==> src/rtl/imem_loader.sv <==
// imem_loader: streams 32-bit instruction words into a byte-wide instruction
// memory. The pipeline is held in reset for the whole load.
//
// Ports
//   clk          in   1   rising-edge clock
//   reset        in   1   asynchronous active-low reset
//   start        in   1   load request, accepted only in IDLE or DONE
//   word_count   in   8   number of words to load (sampled on accepted start)
//   word_valid   in   1   word_data is valid
//   word_data    in  32   instruction word, big-endian byte order
//   word_ready   out  1   loader accepts a word this cycle (WAIT_WORD only)
//   mem_we       out  1   byte write strobe
//   mem_addr     out  9   byte write address
//   mem_wdata    out  8   byte write data
//   pipe_hold    out  1   pipeline hold, high while loading
//   done         out  1   load finished, held until the next accepted start
//   err          out  1   word_count exceeded MAX_WORDS
//   words_loaded out  8   words fully written in the current or last load
module imem_loader #(
  parameter logic [8:0] BASE_ADDR = 9'd0,
  parameter int         MAX_WORDS = 128
) (
  input  logic        clk,
  input  logic        reset,
  input  logic        start,
  input  logic [7:0]  word_count,
  input  logic        word_valid,
  input  logic [31:0] word_data,
  output logic        word_ready,
  output logic        mem_we,
  output logic [8:0]  mem_addr,
  output logic [7:0]  mem_wdata,
  output logic        pipe_hold,
  output logic        done,
  output logic        err,
  output logic [7:0]  words_loaded
);

  typedef enum logic [1:0] {
    IDLE      = 2'd0,
    WAIT_WORD = 2'd1,
    WRITE     = 2'd2,
    DONE      = 2'd3
  } state_e;

  state_e      state_q, state_d;
  logic [7:0]  count_q, count_d;
  logic [7:0]  loaded_q, loaded_d;
  logic [1:0]  beat_q, beat_d;
  logic [31:0] word_q, word_d;
  logic        err_q, err_d;

  logic        start_acc_s;
  logic        zero_s;
  logic        over_s;
  logic        last_beat_s;
  logic        last_word_s;
  logic [7:0]  loaded_inc_s;

  // start is only honoured when no load is in progress
  assign start_acc_s  = start & ((state_q == IDLE) | (state_q == DONE));
  assign zero_s       = (word_count == 8'd0);
  assign over_s       = ({24'd0, word_count} > 32'(MAX_WORDS));
  assign last_beat_s  = (beat_q == 2'd3);
  assign loaded_inc_s = loaded_q + 8'd1;
  assign last_word_s  = (loaded_inc_s == count_q);

  // State and datapath registers
  always_ff @(posedge clk or negedge reset) begin
    if (!reset) begin
      state_q  <= IDLE;
      count_q  <= 8'd0;
      loaded_q <= 8'd0;
      beat_q   <= 2'd0;
      word_q   <= 32'd0;
      err_q    <= 1'b0;
    end else begin
      state_q  <= state_d;
      count_q  <= count_d;
      loaded_q <= loaded_d;
      beat_q   <= beat_d;
      word_q   <= word_d;
      err_q    <= err_d;
    end
  end

  // Next-state logic
  always_comb begin
    state_d = state_q;
    case (state_q)
      IDLE, DONE: begin
        if (start) begin
          // Empty or oversized loads finish immediately without writing
          if (zero_s || over_s) begin
            state_d = DONE;
          end else begin
            state_d = WAIT_WORD;
          end
        end else begin
          state_d = state_q;
        end
      end
      WAIT_WORD: begin
        if (word_valid) begin
          state_d = WRITE;
        end else begin
          state_d = WAIT_WORD;
        end
      end
      WRITE: begin
        if (last_beat_s) begin
          state_d = last_word_s ? DONE : WAIT_WORD;
        end else begin
          state_d = WRITE;
        end
      end
      default: state_d = IDLE;
    endcase
  end

  // Datapath next values: count/word capture, beat and word counters, error flag
  always_comb begin
    count_d  = count_q;
    loaded_d = loaded_q;
    beat_d   = beat_q;
    word_d   = word_q;
    err_d    = err_q;
    if (start_acc_s) begin
      loaded_d = 8'd0;
      err_d    = over_s;
      beat_d   = 2'd0;
      if (!zero_s && !over_s) begin
        count_d = word_count;
      end else begin
        count_d = count_q;
      end
    end else if ((state_q == WAIT_WORD) && word_valid) begin
      word_d = word_data;
      beat_d = 2'd0;
    end else if (state_q == WRITE) begin
      beat_d = beat_q + 2'd1;
      if (last_beat_s) begin
        loaded_d = loaded_inc_s;
      end else begin
        loaded_d = loaded_q;
      end
    end else begin
      beat_d = beat_q;
    end
  end

  // Outputs decoded from state; byte lanes are big-endian
  always_comb begin
    word_ready = 1'b0;
    mem_we     = 1'b0;
    mem_addr   = 9'd0;
    mem_wdata  = 8'd0;
    pipe_hold  = 1'b0;
    done       = 1'b0;
    case (state_q)
      IDLE: begin
        done = 1'b0;
      end
      WAIT_WORD: begin
        word_ready = 1'b1;
        pipe_hold  = 1'b1;
      end
      WRITE: begin
        pipe_hold = 1'b1;
        mem_we    = 1'b1;
        // Only the low 7 bits of the word index matter: 4*128 wraps to 0 mod 512
        mem_addr  = BASE_ADDR + {loaded_q[6:0], 2'b00} + {7'd0, beat_q};
        case (beat_q)
          2'd0:    mem_wdata = word_q[31:24];
          2'd1:    mem_wdata = word_q[23:16];
          2'd2:    mem_wdata = word_q[15:8];
          2'd3:    mem_wdata = word_q[7:0];
          default: mem_wdata = 8'd0;
        endcase
      end
      DONE: begin
        done = 1'b1;
      end
      default: begin
        done = 1'b0;
      end
    endcase
  end

  assign err          = err_q;
  assign words_loaded = loaded_q;

endmodule

==> config.mk <==
export PLATFORM = sky130hd
export DESIGN_NAME = imem_loader
export DESIGN_NICKNAME = d
export VERILOG_FILES = /design/src/rtl/imem_loader.sv
export SDC_FILE = /design/constraint.sdc
export NUM_CORES = 1
export LEC_CHECK = 0
export CORE_UTILIZATION = 52
export CTS_CLUSTER_SIZE = 24
export DETAILED_ROUTE_END_ITERATION = 10
export PLACE_DENSITY = 0.95
export SKIP_CTS_REPAIR_TIMING = 1
export SLEW_MARGIN = 20
export SYNTH_ARGS = -nofsm -noshare
export SYNTH_HDL_FRONTEND = slang
export SYNTH_SLANG_ARGS = --single-unit
export TNS_END_PERCENT = 10
==> constraint.sdc <==
create_clock -name clk -period 3.45 [get_ports clk]
set_input_delay 0.69 -clock clk [delete_from_list [all_inputs] [get_ports clk]]
set_output_delay 0.69 -clock clk [all_outputs]
set_load 0.05 [all_outputs]
* Yosys cells after proc, flatten, opt, wreduce, memory -nomap -nowiden
Index checks and enable logic that the tools add are counted.
Operators by class: $lt $le $gt $ge 1, bitwise operators 3, reductions and logical operators 16, $add $sub $neg 3, equal/unequal tests 9, multiplexer cells 20
Operators by type and width (count):
- 2-to-1 mux 8 bit | 5
- case mux 8 bit (4 select lines) | 1
- 2-to-1 mux 2 bit | 8
- adder 9 x 2 -> 9 bit | 1
- 2-to-1 mux 9 bit | 1
- adder 8 x 1 -> 8 bit, second input constant | 1
- equality test 2 bit, second input constant | 4
- equality test 8 bit | 1
- greater-than comparator 8 bit, second input constant | 1
- logical NOT 8 bit | 1
- case mux 2 bit (3 select lines) | 1
- equality test 2 x 1 -> 1 bit, second input constant | 2
- logical NOT 2 bit | 2
- 2-to-1 mux 1 bit | 4
- != test 2 bit, second input constant | 2
- AND reduction 2 bit | 2
- nonzero test 2 bit | 2
- OR reduction 2 bit | 2
- AND reduction 3 bit | 1
- nonzero test 3 bit | 1
- adder 2 x 1 -> 2 bit, second input constant | 1
- logical AND 1 bit | 2
- logical NOT 1 bit | 2
- bitwise AND 1 bit | 1
- 3 further kinds | 3
Storage, ports and cells: output and inout bits 30, flip-flop bits (word level) 53, input port bits 44, word-level logic and storage cells 58

* Longest topological paths before layout
Gate-level depths: netlist of run 1.
depth in word-level cells 5, gate-level depth with buffers 8, depth with buffers taken out 7

* Worst setup path after synthesis of run 1
Ideal clock, no wire load.
kind register to output, start register state_q[0], end output port mem_addr[8], buffers on the path 1, path slack 0.996 ns, arrival 1.764 ns, stages on the path, launching flop included 5, data required time 2.760 ns, path through dfrtp_1 > inv_1 > ha_1 > clkbuf_1 > and2_1
Between the ends: word-level cells in the longest chain between the ends 2
Ends and longest elaborated chain:
- start, declared | line 46 | state_e state_q, state_d;
- start signal, assigned | line 78 | state_q <= state_d;
- equality test 2 bit | line 160 | case (state_q)
- 2-to-1 mux 9 bit | line 160
- end, declared | line 31 | output logic [8:0] mem_addr,
Every way passes these cells.

* Final worst setup path of run 1
start register beat_q[0], end output port mem_wdata[5]
Between the ends: word-level cells in the longest chain between the ends 3, elaborated cells between the ends (all ways) 6, classes of those cells 3 x eq/ne; 2 x mux; 1 x reduce/logical
Ends and longest elaborated chain:
- start, declared | line 49 | logic [1:0] beat_q, beat_d;
- start signal, assigned | line 81 | beat_q <= beat_d;
- equality test 2 bit, or another cell as far along | line 173 | case (beat_q)
- case mux 8 bit (4 select lines) * | line 173
- 2-to-1 mux 8 bit * | line 160
- end, declared | line 32 | output logic [7:0] mem_wdata,
Every way passes the cells marked *; elsewhere a longest branch is shown, timed or not.

==> metrics.cfg, run 1 <==
[timing]
period_share_pct = 96.53
relSlewSlack_pct = 46.87
hold_viol_final = 0
fin_setup_tns_ns = 0
min_period_ns = 3.330
final-max-slew-violation-count = 0
rsz0062_at_grt = false
skew_ns = 0.009878
fmax_mhz = 300.3
tightest_slew_ns = 0.7969
setup_viol = 0

[power_and_ir_drop]
power_density_mw_per_mm2 = 785.5
combPwrFrac_pct = 47.6
internal_power_uw = 1708
seqPwrFrac_pct = 37.1
total_leakage_power_uw = 0.001506
ir_drop_uv = 557.0
power.switching_uw = 1126
p_sw_share_pct = 39.73
p_clk_share_pct = 15.2

[critical_path]
max_stage_delay_ns = 0.70
reg2reg_slack_ns = 1.21
cp_data_arrival_time_ns = 2.64
worstPathCellList = ha_1, a222oi_1, o21ai_0, and2_1, clkdlybuf4s50_1
endpoint_kind = primary output
r2r_start = state_q[0]$_DFFE_PN0P_
crit_fanout = 12
critPathLaunch = beat_q[0]$_DFFE_PN0P_
cp_slowest_cell = clkdlybuf4s50_1
cp-start-kind = flop
crit_path_end = mem_wdata[5]
cp.required_ns = 2.76
timing.rr.end = count_q[4]$_DFFE_PN0P_
r2r_cells = 5
worstSetupPathType = flop to primary output

[final_layout]
drive_above_1_share_pct = 16.77
nets = 367
area_growth_pct = 33.03
instances_no_fill = 383
post-route-cell-area_sq_mm = 0.003608
diodes = 0

[die]
die-area_sq_mm = 0.005509
core_area_sq_mm = 0.004880
initial_core_util_pct = 55.59
ios = 74
die_h_microns = 74.23
dieWidth_microns = 74.23
rows = 25

[status]
outcome = finished clean

[detailed_routing]
drtIter0Drc = 195
first_pass_iters = 5
drt_drc_violations_left = 0
wl_per_cell_microns = 16.83
top_layer = met4
routed_wl_microns = 6444
antenna_left = 0
wl_met1_microns = 2715
met3WireLength_microns = 389
vias = 2163
wl_met2_microns = 3109
via_per_inst = 5.648

[clock_tree]
cts_tree = built
clockBufferDepth = 2
ctsHtreeMaxLevel = 2
cts-buffers-inserted = 5
path_clk_slew_ns = 0.10
cts_root_buf = clkbuf_8
clock-sinks = 53
clock_latency_ns = 0.31

[placement]
io_buffers = 73
hpwl_microns = 4543
dp.cells = 375
detailed_place.area_sq_mm = 0.003491
gp_congestion = 0.8444

[yosys]
synthCells = 245
syn_nets = 297
synth_seq_area_share_pct = 48.89
synth-seq-cells = 53
ys_warn_count = 0
synth_area_sq_mm = 0.002713
synth_cell_types = 30
syn_avg_cell_area_sq_um = 11.07

[global_route]
antenna_found_initial = 0
grt_pass1_vias = 2193
grtUsageTotal_pct = 25.52
grt_max_degree = 36
grt_pass1_wl_microns = 10550
grt_overflow_total = 0

[job]
maxCapViolCount = 0

[hold_path]
hold_class = input port to asynchronous set/reset pin

[registers in the layout (all words and copies together), names as in the netlist]
signal,cells
count_q,8
state_q,2
beat_q,2
err,1
word_q,32
words_loaded,8
[worst max-delay path, delay by kind of cell (launching register included)]
kind | cells | cell delay, ns
DFF | 1 | 0.45
AOI/OAI and AO/OA | 2 | 0.62
adders and majority gates | 1 | 0.39
and+or+nand+nor | 1 | 0.17
buffers and inverters | 1 | 0.70
[routing by layer]
| layer | track usage [%] | vias to the layer above |
|---|---|---|
| li1 | - | 994 |
| met1 | 33.10 | 1055 |
| met2 | 41.11 | 95 |
| met3 | 5.556 | 19 |
| met4 | 11.95 | 0 |
| met5 | 0 | - |
[synthesized netlist by cell type]
master,number,area (sq um)
a221oi_1,1,8.760
clkbuf_1,12,45.04
inv_1,9,33.78
o32ai_1,2,17.52
a222oi_1,8,80.08
o31ai_1,1,7.510
mux2_2,38,427.9
a311o_1,1,10.01
or3_1,2,12.51
nand2_1,19,71.32
nand2b_1,1,6.260
ha_1,8,100.1
buf_6,1,11.26
nor4_1,2,12.51
o21a_1,1,7.510
xnor2_1,12,105.1
nand3_1,6,30.03
nand4_1,2,12.51
and2_1,19,118.9
o21ai_0,11,55.05
nor3_1,6,30.03
a21oi_1,3,15.01
or4_4,1,11.26
mux2i_1,1,10.01
a31oi_1,1,6.260
o21ai_2,1,8.760
nor2_1,13,48.80
xor2_1,8,70.07
dfrtp_1,53,1326
and3_1,2,12.51
[final cells by class]
cell class / instances / area (sq um)
Tap cell: 67 / 83.83
Clock buffer: 5 / 68.82
Sequential cell: 53 / 1326
Inverter: 9 / 33.78
Timing Repair Buffer: 76 / 750.7
Clock inverter: 3 / 46.29
Multi-Input combinational cell: 170 / 1299
Fill cell: 349 / 1271
[worst min path at each step]
| stage | to | from | depth (start not counted) | slack [ns] |
|---|---|---|---|---|
| final | err$_DFFE_PN0P_ | reset | 1 | 0.45 |
| after global routing | word_q[13]$_DFFE_PN0P_ | reset | 1 | 0.51 |
| after CTS | err$_DFFE_PN0P_ | reset | 1 | 0.48 |
| after detailed placement | word_q[25]$_DFFE_PN0P_ | word_q[25]$_DFFE_PN0P_ | 1 | 0.50 |
| after global placement | err$_DFFE_PN0P_ | err$_DFFE_PN0P_ | 2 | 0.48 |
| after floorplan | beat_q[0]$_DFFE_PN0P_ | reset | 0 | 0.39 |
[through the flow]
stage                     hold WS (ns)  utilization, %  total power [uW]  setup WS [ns]
after floorplan                 0.3944               -              2005         0.9959
after global placement          0.4825           71.54              2343         0.5048
after detailed placement        0.4966           71.54              2394         0.4915
after CTS                       0.4766           73.90              2847         0.1177
after global routing            0.5132           73.95              3010        0.03533
final                           0.4540           73.95              2835         0.1198
[layout by cell type (no fill, tap or decap), types with 2 or more instances in the layout]
cell type | Yosys | routed
xor2_1 | 8 | 8
and3_1 | 2 | 2
nand4_1 | 2 | 2
nor4_1 | 2 | 2
nor3_1 | 6 | 6
inv_1 | 9 | 9
o32ai_1 | 2 | 2
or3_1 | 2 | 2
nand2_1 | 19 | 19
ha_1 | 8 | 8
nor2_1 | 13 | 12
clkbuf_8 | 0 | 5
nand3_1 | 6 | 6
mux2_2 | 38 | 38
a21oi_1 | 3 | 3
dfrtp_1 | 53 | 53
buf_4 | 0 | 3
and2_1 | 19 | 19
clkdlybuf4s50_1 | 0 | 71
xnor2_1 | 12 | 12
a222oi_1 | 8 | 8
o21ai_0 | 11 | 11
[power groups by stage]
| stage | Combinational, uW | Clock [uW] | Sequential, uW |
|---|---|---|---|
| 4_1_cts | 1360 | 438 | 1050 |
| 6_report | 1350 | 432 | 1050 |
| 3_5_place_dp | 1330 | 0 | 1060 |
| 3_3_place_gp | 1300 | 0 | 1050 |
| 5_1_grt | 1460 | 469 | 1090 |
| 2_1_floorplan | 968 | 0 | 1040 |
[kinds of logic after synthesis]
| kind of cell | after synthesis | synth area share, % |
|---|---|---|
| AO/OA/AOI/OAI | 30 | 7.980 |
| adder cells (fa/ha/maj) | 8 | 3.690 |
| XOR/XNOR | 20 | 6.458 |
| flip-flops | 53 | 48.89 |
| buffers and inverters | 22 | 3.321 |
| multiplexers | 39 | 16.14 |
| AND/OR/NAND/NOR | 73 | 13.51 |
Note: power is estimated with default switching activity, not from simulation.
==> run 2: changes to the inputs <==
==> constraint.sdc (replaced) <==
create_clock -name clk -period 3.45 [get_ports clk]
set_input_delay 0.69 -clock clk [delete_from_list [all_inputs] [get_ports clk]]
set_output_delay 0.69 -clock clk [all_outputs]
set_load 0.02 [all_outputs]
==> run 2 against run 1 <==
Power down 10%. Die area unchanged. Maximum frequency up 5.7%. Critical endpoint is now mem_wdata[4]. Sequential share of layout area up 0.36 points. Clock power down 24%. Largest cell class unchanged. Final cell count unchanged. Flip-flop and latch count unchanged. Sequential power about the same.
==> metrics.cfg, run 2 (same netlist as run 1, synthesis figures left out) <==
[status]
outcome = finished clean  ; unchanged

[die]
ios = 74  ; unchanged
dieWidth_microns = 74.23  ; unchanged
die_h_microns = 74.23  ; unchanged
die-area_sq_mm = 0.005509  ; unchanged
rows = 25  ; unchanged
initial_core_util_pct = 55.59  ; unchanged
core_area_sq_mm = 0.004880  ; unchanged

[detailed_routing]
routed_wl_microns = 6063  ; was 6444 microns
first_pass_iters = 5  ; unchanged
via_per_inst = 5.507  ; was 5.648
drt_drc_violations_left = 0  ; unchanged
drtIter0Drc = 144  ; was 195
wl_per_cell_microns = 15.83  ; was 16.83 microns
antenna_left = 0  ; unchanged
vias = 2109  ; was 2163

[global_route]
grt_pass1_wl_microns = 9749  ; was 10550 microns
grt_overflow_total = 0  ; unchanged
grt_pass1_vias = 2098  ; was 2193
antenna_found_initial = 0  ; unchanged
grt_max_degree = 36  ; unchanged
grtUsageTotal_pct = 23.64  ; was 25.52%

[critical_path]
cp-start-kind = flop  ; unchanged
crit_family = compound AO/OA/AOI/OAI gates  ; was buffers and inverters
cp_data_arrival_time_ns = 2.46  ; was 2.64 ns
worstPathCellList = ha_1, a222oi_1, o21ai_0, and2_1, clkdlybuf4s50_1  ; unchanged
critical_path_buf_inv_count = 1  ; unchanged
endpoint_kind = primary output  ; unchanged
worstSetupPathType = flop to primary output  ; unchanged
cp_slowest_cell = clkdlybuf4s50_1  ; unchanged
max_stage_delay_ns = 0.54  ; was 0.70 ns
cp.required_ns = 2.76  ; about the same
crit_fanout = 12  ; unchanged

[power_and_ir_drop]
total_leakage_power_uw = 0.001479  ; was 0.001506 uW
ir_drop_uv = 400.3  ; was 557.0 uV
power_density_mw_per_mm2 = 713.5  ; was 785.5 mW/mm^2

[final_layout]
area_growth_pct = 31.73  ; was 33.03%
regMostFlops = word_q  ; unchanged
diodes = 0  ; unchanged
drive_above_1_share_pct = 16.46  ; was 16.77%
regArea_sq_mm = 0.001326  ; unchanged
final_cell_mix = 72 x clkdlybuf4s50_1, 53 x dfrtp_1, 38 x mux2_2, 19 x and2_1, 19 x nand2_1  ; was 71 x clkdlybuf4s50_1, 53 x dfrtp_1, 38 x mux2_2, 19 x and2_1, 19 x nand2_1
layout_commonest_cell = clkdlybuf4s50_1  ; unchanged
post-route-cell-area_sq_mm = 0.003573  ; was 0.003608 sq mm
nets = 367  ; unchanged
largest_register_ffs = 32  ; unchanged
nFillCells = 365  ; was 349
multi_input_area_sq_mm = 0.001299  ; unchanged

[timing]
period_share_pct = 91.31  ; was 96.53%
fmax_mhz = 317.4  ; was 300.3 MHz
skew_ns = 0.003583  ; was 0.009878 ns
fin_setup_tns_ns = 0  ; unchanged
tightest_slew_ns = 0.7499  ; was 0.7969 ns
hold_viol_final = 0  ; unchanged
setup_viol = 0  ; unchanged
relSlewSlack_pct = 50.00  ; was 46.87%
final-max-slew-violation-count = 0  ; unchanged
rsz0062_at_grt = false  ; unchanged
min_period_ns = 3.150  ; was 3.330 ns

[placement]
gp_congestion = 0.8804  ; was 0.8444
hpwl_microns = 4718  ; was 4543 microns
detailed_place.area_sq_mm = 0.003491  ; unchanged
io_buffers = 73  ; unchanged

[clock_tree]
clockBufferDepth = 2  ; unchanged
ctsHtreeMaxLevel = 2  ; unchanged
cts-buffers-inserted = 5  ; unchanged
path_clk_slew_ns = 0.09  ; was 0.10 ns
clock_latency_ns = 0.30  ; was 0.31 ns
cts_tree = built  ; unchanged
cts_root_buf = clkbuf_8  ; unchanged
clock-sinks = 53  ; unchanged

[job]
maxCapViolCount = 0  ; unchanged

[hold_path]
hold_class = input port to asynchronous set/reset pin  ; unchanged

## run 2: changes by cell type in the layout (fill, tap and decap cells not counted)
cell,before,now
clkinvlp_4,1,0
clkdlybuf4s50_1,71,72
dlymetal6s2s_1,1,0
clkbuf_1,0,1
clkinv_2,0,2
bufinv_16,1,0
clkinv_4,1,0
## run 2: metal layers
layer / part of all wire (%) / global-route usage, % / up-vias
met3: 5.9 / 4.743 / 14
met4: 2.4 / 9.224 / 0
li1: - / - / 994
met1: 42 / 29.31 / 1008
met5: 0 / 0 / -
met2: 50 / 40.81 / 93
## run 2: report_power, final
part	switching (uW)	total, uW	internal, uW
registers	171	1060	887
logic	558	1160	607
clock network	186	327	141
total	915	2550	1630
## run 2: worst register-to-register path, cell delays in order (launching register included)
cell and delay (ns):
dfrtp_1 0.41, inv_1 0.06, ha_1 0.39, and2_1 0.43
and3_1 0.47, mux2_2 0.38
## run 2: final cells by class
| cell class | count | share of cell area, % |
|---|---|---|
| clock buffer | 6 | 2.031 |
| timing repair buffer | 76 | 20.94 |
| clock inverter | 2 | 0.2801 |
| sequential | 53 | 37.11 |
| multi-input combinational | 170 | 36.34 |
| inverter | 9 | 0.9454 |
| tap | 67 | 2.346 |
## run 2: per-stage QoR
stage	setup WS (ns)	utilization, %	hold WS [ns]	power (uW)	instances
after floorplan	1.160	-	0.3944	1828	245
after global placement	0.6342	71.54	0.4884	2172	375
after detailed placement	0.5165	71.54	0.4697	2234	375
after CTS	0.3012	73.23	0.4747	2564	383
after global routing	0.1584	73.23	0.5043	2719	383
final	0.2998	73.23	0.4521	2550	383
## run 2: worst paths after layout
kind	start	endpoint	slack (ns)	cells after the start
worst max-delay path	beat_q[0]$_DFFE_PN0P_	mem_wdata[4]	0.30	5
worst min-delay path	reset	words_loaded[7]$_DFFE_PN0P_	0.45	1
worst max register to register	state_q[0]$_DFFE_PN0P_	count_q[0]$_DFFE_PN0P_	1.19	5
worst min register to register	err$_DFFE_PN0P_	err$_DFFE_PN0P_	0.48	2
max in group asynchronous	reset	words_loaded[3]$_DFFE_PN0P_	2.24	2
min in group clk	err$_DFFE_PN0P_	err$_DFFE_PN0P_	0.48	2
==> run 3: changes to the inputs <==
--- a/config.mk
+++ b/config.mk
@@ -5,10 +5,11 @@
 export SDC_FILE = /design/constraint.sdc
 export NUM_CORES = 1
 export LEC_CHECK = 0
-export CORE_UTILIZATION = 52
+export CORE_MARGIN = 5
+export CORE_UTILIZATION = 48
 export CTS_CLUSTER_SIZE = 24
 export DETAILED_ROUTE_END_ITERATION = 10
-export PLACE_DENSITY = 0.95
+export PLACE_DENSITY = 0.91
 export SKIP_CTS_REPAIR_TIMING = 1
 export SLEW_MARGIN = 20
 export SYNTH_ARGS = -nofsm -noshare
==> constraint.sdc (replaced) <==
create_clock -name clk -period 3.1 [get_ports clk]
set_input_delay 0.62 -clock clk [delete_from_list [all_inputs] [get_ports clk]]
set_output_delay 0.62 -clock clk [all_outputs]
set_load 0.02 [all_outputs]
==> run 3 against run 2 <==
Design area grew 1.5%. Flip-flop and latch count stayed put. Power is 16% higher. Highest routed layer unchanged.
==> metrics.cfg, run 3 (same netlist as run 1, synthesis figures left out) <==
[status]
outcome = finished clean  ; unchanged

[power_and_ir_drop]
ir_drop_uv = 540.4  ; was 400.3 uV
power.switching_uw = 1042  ; was 915.2 uW
power_density_mw_per_mm2 = 818.3  ; was 713.5 mW/mm^2
combPwrFrac_pct = 43.7  ; was 45.7%
total_leakage_power_uw = 0.001503  ; was 0.001479 uW
seqPwrFrac_pct = 39.7  ; was 41.5%
p_clk_share_pct = 16.6  ; was 12.8%
power_uw = 2967  ; was 2550 uW
p_sw_share_pct = 35.13  ; was 35.90%
internal_power_uw = 1925  ; was 1634 uW

[job]
maxCapViolCount = 0  ; unchanged

[global_route]
antenna_found_initial = 0  ; unchanged
grt_pass1_wl_microns = 10830  ; was 9749 microns
grt_max_degree = 33  ; was 36
grt_overflow_total = 0  ; unchanged
grtUsageTotal_pct = 18.62  ; was 23.64%
grt_pass1_vias = 2191  ; was 2098

[final_layout]
utilization_pct = 65.85  ; was 73.23%
drive_above_1_share_pct = 17.72  ; was 16.46%
layout_commonest_cell = clkdlybuf4s50_1  ; unchanged
nFillCells = 429  ; was 365
largest_register_ffs = 32  ; unchanged
final_cell_mix = 71 x clkdlybuf4s50_1, 52 x dfrtp_1, 38 x mux2_2, 19 x and2_1, 19 x nand2_1  ; was 72 x clkdlybuf4s50_1, 53 x dfrtp_1, 38 x mux2_2, 19 x and2_1, 19 x nand2_1
regMostFlops = word_q  ; unchanged
diodes = 0  ; unchanged
area_growth_pct = 33.67  ; was 31.73%
nets = 367  ; unchanged

[detailed_routing]
first_pass_iters = 5  ; unchanged
wl_per_cell_microns = 16.72  ; was 15.83 microns
drtIter0Drc = 140  ; was 144
antenna_left = 0  ; unchanged
drt_drc_violations_left = 0  ; unchanged
via_per_inst = 5.387  ; was 5.507
routed_wl_microns = 6486  ; was 6063 microns
vias = 2090  ; was 2109

[die]
rows = 27  ; was 25
ios = 74  ; unchanged
core_area_sq_mm = 0.005507  ; was 0.004880 sq mm
die_h_microns = 85.18  ; was 74.23 microns
initial_core_util_pct = 49.26  ; was 55.59%
dieWidth_microns = 85.18  ; was 74.23 microns
die-area_sq_mm = 0.007255  ; was 0.005509 sq mm

[clock_tree]
clock-sinks = 53  ; unchanged
cts_root_buf = clkbuf_8  ; unchanged
cts-buffers-inserted = 5  ; unchanged
path_clk_slew_ns = 0.09  ; about the same
cts_tree = built  ; unchanged
clock_latency_ns = 0.30  ; about the same
clockBufferDepth = 2  ; unchanged
ctsHtreeMaxLevel = 2  ; unchanged

[timing]
setup_viol = 0  ; unchanged
final-max-slew-violation-count = 0  ; unchanged
skew_ns = 0.003151  ; was 0.003583 ns
fin_setup_tns_ns = 0  ; unchanged
period_share_pct = 96.89
tightest_slew_ns = 0.6028  ; was 0.7499 ns
hold_viol_final = 0  ; unchanged
fmax_mhz = 332.9
relSlewSlack_pct = 59.82  ; was 50.00%
rsz0062_at_grt = true  ; was false
min_period_ns = 3.004

[hold_path]
hold_class = input port to asynchronous set/reset pin  ; unchanged

[critical_path]
r2r_cells = 5  ; unchanged
cp-start-kind = flop  ; unchanged
max_stage_delay_ns = 0.54  ; about the same
worstSetupPathType = flop to primary output  ; unchanged
cp_data_arrival_time_ns = 2.38  ; was 2.46 ns
cp.depth = 5  ; unchanged
worstPathCellList = ha_1, a222oi_1, o21ai_0, and2_1, clkdlybuf4s50_1  ; unchanged
crit_family = compound AO/OA/AOI/OAI gates  ; unchanged
critical_path_buf_inv_count = 1  ; unchanged
cp_slowest_cell = clkdlybuf4s50_1  ; unchanged
cp.required_ns = 2.48  ; was 2.76 ns
crit_fanout = 8  ; was 12
endpoint_kind = primary output  ; unchanged

[placement]
io_buffers = 73  ; unchanged
gp_congestion = 0.8513  ; was 0.8804
hpwl_microns = 4907  ; was 4718 microns

-- run 3: metrics by stage --
stage                     instance area [sq um]  setup WS [ns]  cells  hold WS (ns)
after floorplan                            2713         0.8804    245        0.3244
after global placement                     3497         0.3415    380        0.4900
after detailed placement                   3497         0.2789    380        0.4984
after CTS                                  3617        0.03229    388        0.3217
after global routing                       3626      -0.008197    388        0.3537
final                                      3626        0.09628    388        0.3109
-- run 3: power groups by stage --
stage          Combinational [uW]  Sequential (uW)  Clock (uW)
3_3_place_gp                 1250             1170           0
3_5_place_dp                 1290             1190           0
6_report                     1300             1180         494
2_1_floorplan                 900             1130           0
5_1_grt                      1430             1210         534
4_1_cts                      1310             1180         502
-- run 3: path summary, 6_finish.rpt --
path	to	slack, ns	start
max	mem_wdata[3]	0.1	beat_q[0]$_DFFE_PN0P_
min in group clk	word_q[23]$_DFFE_PN0P_	0.52	word_q[23]$_DFFE_PN0P_
min	err$_DFFE_PN0P_	0.31	reset
min reg2reg	word_q[23]$_DFFE_PN0P_	0.52	word_q[23]$_DFFE_PN0P_
max in group asynchronous	beat_q[1]$_DFFE_PN0P_	1.98	reset
max reg2reg	count_q[3]$_DFFE_PN0P_	0.84	state_q[0]$_DFFE_PN0P_
-- run 3: worst reg2reg max path, delay by kind of cell, from the launching register on --
kind | cells | cell delay [ns]
fa+ha+maj | 1 | 0.37
buf+inv | 1 | 0.06
mux | 1 | 0.38
simple gates | 2 | 0.94
flops | 1 | 0.40
-- run 3: routing by layer --
metal  global-route usage, %  vias up  part of all wire (%)
li1                        -      998                     -
met1                   23.05     1008                    41
met2                   32.20       75                    50
met3                   4.272        9                   7.4
met4                   5.755        0                   1.5
met5                       0        -                     0
-- run 3: area by class of cell --
cell class	count	area (sq um)	share of cell area, %
clock buffers	6	82.58	2.277
repair buffers	76	750.7	20.70
inverters	9	33.78	0.9317
flip-flops and latches	53	1328	36.61
well taps	72	90.09	2.484
clock inverters	2	37.54	1.035
multi-input cells	170	1304	35.96
